## config.mk

```make
export PLATFORM = sky130hd
export DESIGN_NAME = alu_arbiter_flat
export DESIGN_NICKNAME = d
export VERILOG_FILES = /design/src/rtl/alu_arbiter_if.sv /design/src/rtl/alu_arbiter.sv /design/src/flat_wrapper.sv
export SDC_FILE = /design/constraint.sdc
export NUM_CORES = 1
export LEC_CHECK = 0
export CAP_MARGIN = 40
export CORE_AREA = 2 2 158 160
export CTS_CLUSTER_DIAMETER = 50
export DETAILED_ROUTE_END_ITERATION = 10
export DIE_AREA = 0 0 160 162
export DONT_BUFFER_PORTS = 1
export PLACE_DENSITY = 0.31
export SETUP_SLACK_MARGIN = 0.4
export SLEW_MARGIN = 40
export SYNTH_ARGS = -nofsm -noshare
export SYNTH_HDL_FRONTEND = slang
export SYNTH_SLANG_ARGS = --single-unit
export TNS_END_PERCENT = 5
```

## constraint.sdc

```tcl
create_clock -name clk -period 6.4 [get_ports clk]
set_input_delay 0.96 -clock clk [delete_from_list [all_inputs] [get_ports clk]]
set_output_delay 0.96 -clock clk [all_outputs]
set_load 0.02 [all_outputs]
```

## src/rtl/alu_arbiter_if.sv

```systemverilog
// -----------------------------------------------------------------------------
// alu_arbiter_if
// Bundle of the request, ALU and response signals around alu_arbiter.
//
// Parameters:
//   NREQ  - number of requesters
//   WIDTH - operand / result width
//   IDW   - requester ID width (2**IDW >= NREQ)
//
// Signal groups:
//   req_*  - per-requester valid/ready handshake, packed operands and op bits
//   alu_*  - operand/control outputs to the shared combinational ALU and
//            its result/overflow inputs
//   rsp_*  - single-entry response register with valid/ready handshake
//
// Modports:
//   master - the arbiter: drives req_ready, alu_* controls and rsp_*
//   slave  - the surroundings: requesters, ALU and response consumer
// -----------------------------------------------------------------------------
interface alu_arbiter_if #(
    parameter int NREQ  = 4,
    parameter int WIDTH = 32,
    parameter int IDW   = 2
) ();

    logic [NREQ-1:0]       req_valid;
    logic [NREQ-1:0]       req_ready;
    logic [NREQ*WIDTH-1:0] req_a;
    logic [NREQ*WIDTH-1:0] req_b;
    logic [NREQ-1:0]       req_sub;
    logic [NREQ-1:0]       req_sign;

    logic [WIDTH-1:0]      alu_a;
    logic [WIDTH-1:0]      alu_b;
    logic                  alu_sub;
    logic                  alu_sign;
    logic [WIDTH-1:0]      alu_p;
    logic                  alu_overflow;

    logic                  rsp_valid;
    logic                  rsp_ready;
    logic [IDW-1:0]        rsp_id;
    logic [WIDTH-1:0]      rsp_p;
    logic                  rsp_ovf;

    modport master (
        input  req_valid, req_a, req_b, req_sub, req_sign,
        input  alu_p, alu_overflow,
        input  rsp_ready,
        output req_ready,
        output alu_a, alu_b, alu_sub, alu_sign,
        output rsp_valid, rsp_id, rsp_p, rsp_ovf
    );

    modport slave (
        output req_valid, req_a, req_b, req_sub, req_sign,
        output alu_p, alu_overflow,
        output rsp_ready,
        input  req_ready,
        input  alu_a, alu_b, alu_sub, alu_sign,
        input  rsp_valid, rsp_id, rsp_p, rsp_ovf
    );

endinterface

```

## src/rtl/alu_arbiter.sv

```systemverilog
// -----------------------------------------------------------------------------
// alu_arbiter
// Round-robin arbiter/sequencer sharing one combinational add/subtract ALU
// between NREQ requesters. The granted requester's operands are steered onto
// the ALU; on accept the ALU result and overflow are captured into a
// single-entry response register tagged with the requester index.
//
// Ports:
//   clk    - rising-edge clock
//   rst_n  - asynchronous active-low reset (synchronous release expected)
//   bus    - alu_arbiter_if.master: req_*, alu_*, rsp_* signal groups
//
// Build option:
//   ALU_ARB_SAT_EN - when defined, the captured result saturates whenever the
//                    ALU flags overflow (rsp_ovf still shows the raw flag).
//                    When undefined, the result wraps around unmodified.
// -----------------------------------------------------------------------------
module alu_arbiter #(
    parameter int NREQ  = 4,
    parameter int WIDTH = 32,
    parameter int IDW   = 2
) (
    input  logic               clk,
    input  logic               rst_n,
    alu_arbiter_if.master      bus
);

    typedef enum logic [0:0] {
        ST_EMPTY = 1'b0,
        ST_FULL  = 1'b1
    } state_t;

    state_t           state_r;
    logic [IDW-1:0]   rr_ptr_r;
    logic             rsp_valid_r;
    logic [IDW-1:0]   rsp_id_r;
    logic [WIDTH-1:0] rsp_p_r;
    logic             rsp_ovf_r;

    logic             grant_found_s;
    logic [IDW-1:0]   grant_idx_s;
    logic [NREQ-1:0]  grant_oh_s;
    logic [IDW-1:0]   sel_idx_s;
    logic [NREQ-1:0]  sel_oh_s;
    logic             can_accept_s;
    logic [NREQ-1:0]  req_ready_s;
    logic             accept_s;
    logic [IDW-1:0]   next_rr_s;
    logic [WIDTH-1:0] alu_a_s;
    logic [WIDTH-1:0] alu_b_s;
    logic             alu_sub_s;
    logic             alu_sign_s;
    logic [WIDTH-1:0] cap_p_s;

    // (base + k) modulo NREQ, for base < NREQ and k < NREQ
    function automatic logic [IDW-1:0] wrap_add(input logic [IDW-1:0] base,
                                                input int unsigned    k);
        int unsigned sum;
        sum = 32'(base) + k;
        if (sum >= 32'(NREQ)) begin
            sum = sum - 32'(NREQ);
        end else begin
            sum = sum;
        end
        return IDW'(sum);
    endfunction

`ifdef ALU_ARB_SAT_EN
    // Clamp an overflowed result to the end of the range it ran off
    function automatic logic [WIDTH-1:0] sat_result(input logic [WIDTH-1:0] p,
                                                    input logic             ovf,
                                                    input logic             sub,
                                                    input logic             sign,
                                                    input logic             a_msb);
        logic [WIDTH-1:0] r;
        if (!ovf) begin
            r = p;
        end else if (sign) begin
            // Signed overflow always lands on the side of A's sign
            r = a_msb ? {1'b1, {(WIDTH-1){1'b0}}} : {1'b0, {(WIDTH-1){1'b1}}};
        end else if (sub) begin
            r = {WIDTH{1'b0}};
        end else begin
            r = {WIDTH{1'b1}};
        end
        return r;
    endfunction
`endif

    // Round-robin search: first valid requester at or after rr_ptr, wrapping
    always_comb begin
        grant_found_s = 1'b0;
        grant_idx_s   = rr_ptr_r;
        for (int k = 0; k < NREQ; k++) begin
            if (!grant_found_s && bus.req_valid[wrap_add(rr_ptr_r, k)]) begin
                grant_found_s = 1'b1;
                grant_idx_s   = wrap_add(rr_ptr_r, k);
            end else begin
                grant_found_s = grant_found_s;
            end
        end
    end

    // One-hot decodes of the grant and of the operand-mux select
    always_comb begin
        grant_oh_s = {NREQ{1'b0}};
        sel_oh_s   = {NREQ{1'b0}};
        for (int i = 0; i < NREQ; i++) begin
            grant_oh_s[i] = grant_found_s && (grant_idx_s == IDW'(i));
            sel_oh_s[i]   = (sel_idx_s == IDW'(i));
        end
    end

    // With no grant the ALU simply sees requester rr_ptr (result unused)
    assign sel_idx_s = grant_found_s ? grant_idx_s : rr_ptr_r;

    assign can_accept_s = ~rsp_valid_r | bus.rsp_ready;

    // rst_n gate keeps every req_ready low while reset is held, even though
    // the response register is empty and would otherwise accept
    assign req_ready_s = grant_oh_s & {NREQ{can_accept_s & rst_n}};
    assign accept_s    = |(bus.req_valid & req_ready_s);
    assign next_rr_s   = wrap_add(grant_idx_s, 32'd1);

    // AND-OR operand mux from the selected requester onto the ALU inputs
    always_comb begin
        alu_a_s    = {WIDTH{1'b0}};
        alu_b_s    = {WIDTH{1'b0}};
        alu_sub_s  = 1'b0;
        alu_sign_s = 1'b0;
        for (int i = 0; i < NREQ; i++) begin
            alu_a_s    = alu_a_s | (bus.req_a[i*WIDTH +: WIDTH] & {WIDTH{sel_oh_s[i]}});
            alu_b_s    = alu_b_s | (bus.req_b[i*WIDTH +: WIDTH] & {WIDTH{sel_oh_s[i]}});
            alu_sub_s  = alu_sub_s  | (bus.req_sub[i]  & sel_oh_s[i]);
            alu_sign_s = alu_sign_s | (bus.req_sign[i] & sel_oh_s[i]);
        end
    end

    // Value written into rsp_p on accept
`ifdef ALU_ARB_SAT_EN
    assign cap_p_s = sat_result(bus.alu_p, bus.alu_overflow, alu_sub_s,
                                alu_sign_s, alu_a_s[WIDTH-1]);
`else
    assign cap_p_s = bus.alu_p;
`endif

    // Response FSM: EMPTY/FULL with the response register and rr pointer
    always_ff @(posedge clk or negedge rst_n) begin
        if (!rst_n) begin
            state_r     <= ST_EMPTY;
            rsp_valid_r <= 1'b0;
            rsp_id_r    <= {IDW{1'b0}};
            rsp_p_r     <= {WIDTH{1'b0}};
            rsp_ovf_r   <= 1'b0;
            rr_ptr_r    <= {IDW{1'b0}};
        end else begin
            case (state_r)
                ST_EMPTY: begin
                    if (accept_s) begin
                        state_r     <= ST_FULL;
                        rsp_valid_r <= 1'b1;
                        rsp_id_r    <= grant_idx_s;
                        rsp_p_r     <= cap_p_s;
                        rsp_ovf_r   <= bus.alu_overflow;
                        rr_ptr_r    <= next_rr_s;
                    end else begin
                        state_r     <= ST_EMPTY;
                        rsp_valid_r <= 1'b0;
                    end
                end
                ST_FULL: begin
                    if (accept_s) begin
                        // Drain and reload in the same cycle: stay FULL
                        state_r     <= ST_FULL;
                        rsp_valid_r <= 1'b1;
                        rsp_id_r    <= grant_idx_s;
                        rsp_p_r     <= cap_p_s;
                        rsp_ovf_r   <= bus.alu_overflow;
                        rr_ptr_r    <= next_rr_s;
                    end else if (bus.rsp_ready) begin
                        // Payload fields keep their last values after drain
                        state_r     <= ST_EMPTY;
                        rsp_valid_r <= 1'b0;
                    end else begin
                        state_r     <= ST_FULL;
                        rsp_valid_r <= 1'b1;
                    end
                end
                default: begin
                    state_r     <= ST_EMPTY;
                    rsp_valid_r <= 1'b0;
                end
            endcase
        end
    end

    assign bus.req_ready = req_ready_s;
    assign bus.alu_a     = alu_a_s;
    assign bus.alu_b     = alu_b_s;
    assign bus.alu_sub   = alu_sub_s;
    assign bus.alu_sign  = alu_sign_s;
    assign bus.rsp_valid = rsp_valid_r;
    assign bus.rsp_id    = rsp_id_r;
    assign bus.rsp_p     = rsp_p_r;
    assign bus.rsp_ovf   = rsp_ovf_r;

endmodule

```

## src/flat_wrapper.sv

```systemverilog
// flat-port wrapper written by rule: the top's interface ports become plain ports
module alu_arbiter_flat 
#(
    parameter int NREQ  = 4,
    parameter int WIDTH = 32,
    parameter int IDW   = 2
)
  (clk, rst_n, bus_req_valid, bus_req_a, bus_req_b, bus_req_sub, bus_req_sign, bus_alu_p, bus_alu_overflow, bus_rsp_ready, bus_req_ready, bus_alu_a, bus_alu_b, bus_alu_sub, bus_alu_sign, bus_rsp_valid, bus_rsp_id, bus_rsp_p, bus_rsp_ovf);
  alu_arbiter_if #(.NREQ(NREQ), .WIDTH(WIDTH), .IDW(IDW)) bus_i ();
  input  logic clk;
  input  logic rst_n;
  input wire logic [$bits(bus_i.req_valid)-1:0] bus_req_valid;
  input wire logic [$bits(bus_i.req_a)-1:0] bus_req_a;
  input wire logic [$bits(bus_i.req_b)-1:0] bus_req_b;
  input wire logic [$bits(bus_i.req_sub)-1:0] bus_req_sub;
  input wire logic [$bits(bus_i.req_sign)-1:0] bus_req_sign;
  input wire logic [$bits(bus_i.alu_p)-1:0] bus_alu_p;
  input wire logic [$bits(bus_i.alu_overflow)-1:0] bus_alu_overflow;
  input wire logic [$bits(bus_i.rsp_ready)-1:0] bus_rsp_ready;
  output wire logic [$bits(bus_i.req_ready)-1:0] bus_req_ready;
  output wire logic [$bits(bus_i.alu_a)-1:0] bus_alu_a;
  output wire logic [$bits(bus_i.alu_b)-1:0] bus_alu_b;
  output wire logic [$bits(bus_i.alu_sub)-1:0] bus_alu_sub;
  output wire logic [$bits(bus_i.alu_sign)-1:0] bus_alu_sign;
  output wire logic [$bits(bus_i.rsp_valid)-1:0] bus_rsp_valid;
  output wire logic [$bits(bus_i.rsp_id)-1:0] bus_rsp_id;
  output wire logic [$bits(bus_i.rsp_p)-1:0] bus_rsp_p;
  output wire logic [$bits(bus_i.rsp_ovf)-1:0] bus_rsp_ovf;
  assign bus_i.req_valid = bus_req_valid;
  assign bus_i.req_a = bus_req_a;
  assign bus_i.req_b = bus_req_b;
  assign bus_i.req_sub = bus_req_sub;
  assign bus_i.req_sign = bus_req_sign;
  assign bus_i.alu_p = bus_alu_p;
  assign bus_i.alu_overflow = bus_alu_overflow;
  assign bus_i.rsp_ready = bus_rsp_ready;
  assign bus_req_ready = bus_i.req_ready;
  assign bus_alu_a = bus_i.alu_a;
  assign bus_alu_b = bus_i.alu_b;
  assign bus_alu_sub = bus_i.alu_sub;
  assign bus_alu_sign = bus_i.alu_sign;
  assign bus_rsp_valid = bus_i.rsp_valid;
  assign bus_rsp_id = bus_i.rsp_id;
  assign bus_rsp_p = bus_i.rsp_p;
  assign bus_rsp_ovf = bus_i.rsp_ovf;
  alu_arbiter #(.NREQ(NREQ), .WIDTH(WIDTH), .IDW(IDW)) u_core (.clk(clk), .rst_n(rst_n), .bus(bus_i));
endmodule
```

==> flow_summary.ini <==
[grt]
grt-ovfl-total = 0
grt_max_degree = 70
grt_pass1_wl_um = 23300
grt_usage_pct = 11.7
grt_pass1_vias = 3580
grt_antenna_before_repair = 5

[critical_path]
arrival_ns = 3.53
worst_ep_required_time_ns = 5.44
end_kind = output pin
crit_path_start_kind = input pin
crit_family = compound AO/OA/AOI/OAI gates
crit_fanout = 61
slowest_stage = a32oi_1
cpPeakStageDelay_ns = 0.78
critPathBufInv = 1
worstSetupPathType = in2out
crit_chain = nor3b_1 -> a2111oi_2 -> nor2_4 -> buf_4 -> a21oi_1 -> a32oi_1

[final_layout]
num-nets-final = 762
area_growth_pct = 12.4
drive_gt1_share_pct = 11.0

[timing]
worst_slack_ns = 1.91
slew-limit-headroom_pct = 51.1
post-route-min-period_ns = 4.49
clock.fmax_mhz = 223
fin_crit_sh_pct = 70.2
worst_slew_pin_slew_ns = 0.734
finalClockSkew_ns = 0.00383
rsz0062_at_grt = no
finalSetupTns_ns = 0
slew_viol_final = 0
hold_viol = 0
finalSetupViolations = 0

[route]
routedWlPerCell_um = 21.8
top_layer_used = met4
num_vias = 3768
wl_met3_um = 2120
routed_wl_um = 17100
via_per_inst = 4.81
wl_met2_um = 8810
dr.pass1.iters = 5
met1_length_um = 5520
dr.first_iter.drc_count = 428
ant_nets = 0
drc_errors = 0

[pwr]
switching_power_mw = 1.39
swShare_pct = 59.6
leakage_nw = 1.46
p_int_mw = 0.942
seq_power_share_pct = 26.0
power_frac_comb_pct = 62.2
clkPwrFrac_pct = 11.8
max-vdd-ir-drop_uv = 221
power.density_nw_per_um2 = 595

[place]
pre_cts_slack_ns = 1.90
port_buffers = 0
place_congestion = 1.03
place_hpwl_um = 14100

[yosys]
synthFlopType = dfrtp_1
synthCells = 486
synth-edff-count = 0
avgSynthCellArea_sq_um = 7.19
synthArstFlopShare_pct = 100
yosysWarnings = 0
syn_area_sq_um = 3490
seq_area_frac_synth_pct = 27.2
synth_cell_types = 28
synth-seq-cells = 38
syn_nets = 794

[floorplanning]
rows = 57
coreArea_sq_um = 24100
die_h_um = 162
die_x_um = 160
start_util_pct = 14.5
dieArea_sq_um = 25900
pin_count = 410

[clock_tree]
cts_root_buf = clkbuf_16
cts_made_buffers = 5
cts_setup_buffers = 0
h-tree-depth = 2
clk_pin_slew_worst_paths_ns = 0.06
clock_sinks = 38
cts_resized = 0
clock_path_buffers = 2
clock_latency_ns = 0.28
hold_buffers = 0
cts_tree = yes

[run]
maxCapViolCount = 0

[hold_path]
min_path_type = in2async

[status]
outcome = completed
## final cells by class
type | instances | area (sq um)
Tap cell | 324 | 405
Fill cell | 2803 | 20200
Sequential cell | 38 | 951
Inverter | 3 | 13.8
Clock inverter | 3 | 40.0
Clock buffer | 5 | 125
Antenna cell | 5 | 12.5
Timing Repair Buffer | 8 | 75.1
Multi-Input combinational cell | 398 | 2300
## worst paths after layout
check / from / endpoint / slack, ns / depth (start not counted)
max: bus_req_valid[1] / bus_alu_b[25] / 1.91 / 6
min: rst_n / u_core.bus.rsp_p[22] / 0.37 / 0
max reg2reg: u_core.rr_ptr_r[1] / u_core.bus.rsp_p[8] / 2.90 / 10
min reg2reg: u_core.rr_ptr_r[0] / u_core.rr_ptr_r[0] / 0.62 / 2
max in group asynchronous: rst_n / u_core.bus.rsp_p[3] / 5.95 / 0
min in group clk: u_core.rr_ptr_r[0] / u_core.rr_ptr_r[0] / 0.62 / 2
## placed cells by master, fill, tap and decap left out
master and count:
nor3b_2 1, a32oi_1 66, a21boi_4 1, and2_1 4
inv_1 2, nor2_1 3, clkbuf_16 5, nor2b_1 3
dfrtp_1 38, inv_4 1, ha_1 4, clkinv_2 2
o211ai_1 1, a21oi_1 69, nor4_1 1, o22ai_1 1
nand2b_1 1, nand2_1 200, or2_1 1, bufinv_16 1
mux2_2 29, mux2_1 7, nor2_4 1, a22oi_1 2
nor3b_1 1, diode_2 5, a2111oi_2 1, buf_8 2
o21ai_1 1, buf_4 6
## kinds of logic (layout without fill, tap and decap cells)
logic type / after synthesis / in the layout / synth area share, %
simple gates: 216 / 216 / 24.5
compound gates: 142 / 142 / 28.0
buf+inv: 50 / 19 / 7.20
flops: 38 / 38 / 27.2
other cells: 0 / 5 / 0
fa+ha+maj: 4 / 4 / 1.43
mux: 36 / 36 / 11.6
## flip-flops by register name, summed over array words and instances (netlist names)
| name | cells |
|---|---|
| u_core.bus.rsp_ovf | 1 |
| u_core.state_r | 1 |
| u_core.rr_ptr_r | 2 |
| u_core.bus.rsp_id | 2 |
| u_core.bus.rsp_p | 32 |
## cell usage after synthesis, types with 3 or more instances
master | number | share of area [%]
clkbuf_1 | 20 | 2.1
nand2_1 | 200 | 21
mux2_2 | 29 | 9.3
ha_1 | 4 | 1.4
buf_4 | 7 | 1.5
a21oi_1 | 69 | 9.9
a32oi_1 | 66 | 17
nor2_1 | 3 | 0.32
mux2_1 | 7 | 2.3
dfrtp_1 | 38 | 27
buf_2 | 18 | 2.6
and2_1 | 4 | 0.72
nor2b_1 | 3 | 0.54
## metal layers
metal / vias up / GRT usage, %
met5: - / 0
met2: 296 / 21.4
met3: 32 / 4.67
li1: 1671 / -
met1: 1769 / 12.0
met4: 0 / 4.79
## power groups by stage
stage | clock [mW] | combinational (mW) | sequential (mW)
floorplan | 0 | 1.22 | 0.575
global placement | 0 | 1.44 | 0.617
detailed placement | 0 | 1.47 | 0.606
CTS | 0.286 | 1.47 | 0.610
global route | 0.297 | 1.57 | 0.626
finish | 0.276 | 1.45 | 0.606
## worst register-to-register path: cells and delay by family (launching register included)
family	cells	cell delay [ns]
compound gates	3	0.54
fa+ha+maj	1	0.28
mux	1	0.36
buf+inv	3	0.93
simple gates	2	0.84
flops	1	0.46
## stage by stage
| step | utilization (%) | area [sq um] | std cells | power (mW) | hold slack [ns] |
|---|---|---|---|---|---|
| floorplan | - | 3490 | 486 | 1.80 | 0.552 |
| global placement | 15.4 | 3720 | 769 | 2.05 | 0.608 |
| detailed placement | 15.5 | 3750 | 771 | 2.07 | 0.617 |
| CTS | 16.2 | 3910 | 779 | 2.37 | 0.361 |
| global route | 16.3 | 3920 | 783 | 2.50 | 0.355 |
| finish | 16.3 | 3930 | 784 | 2.33 | 0.370 |
No activity file was read; power rests on OpenSTA's default activity.
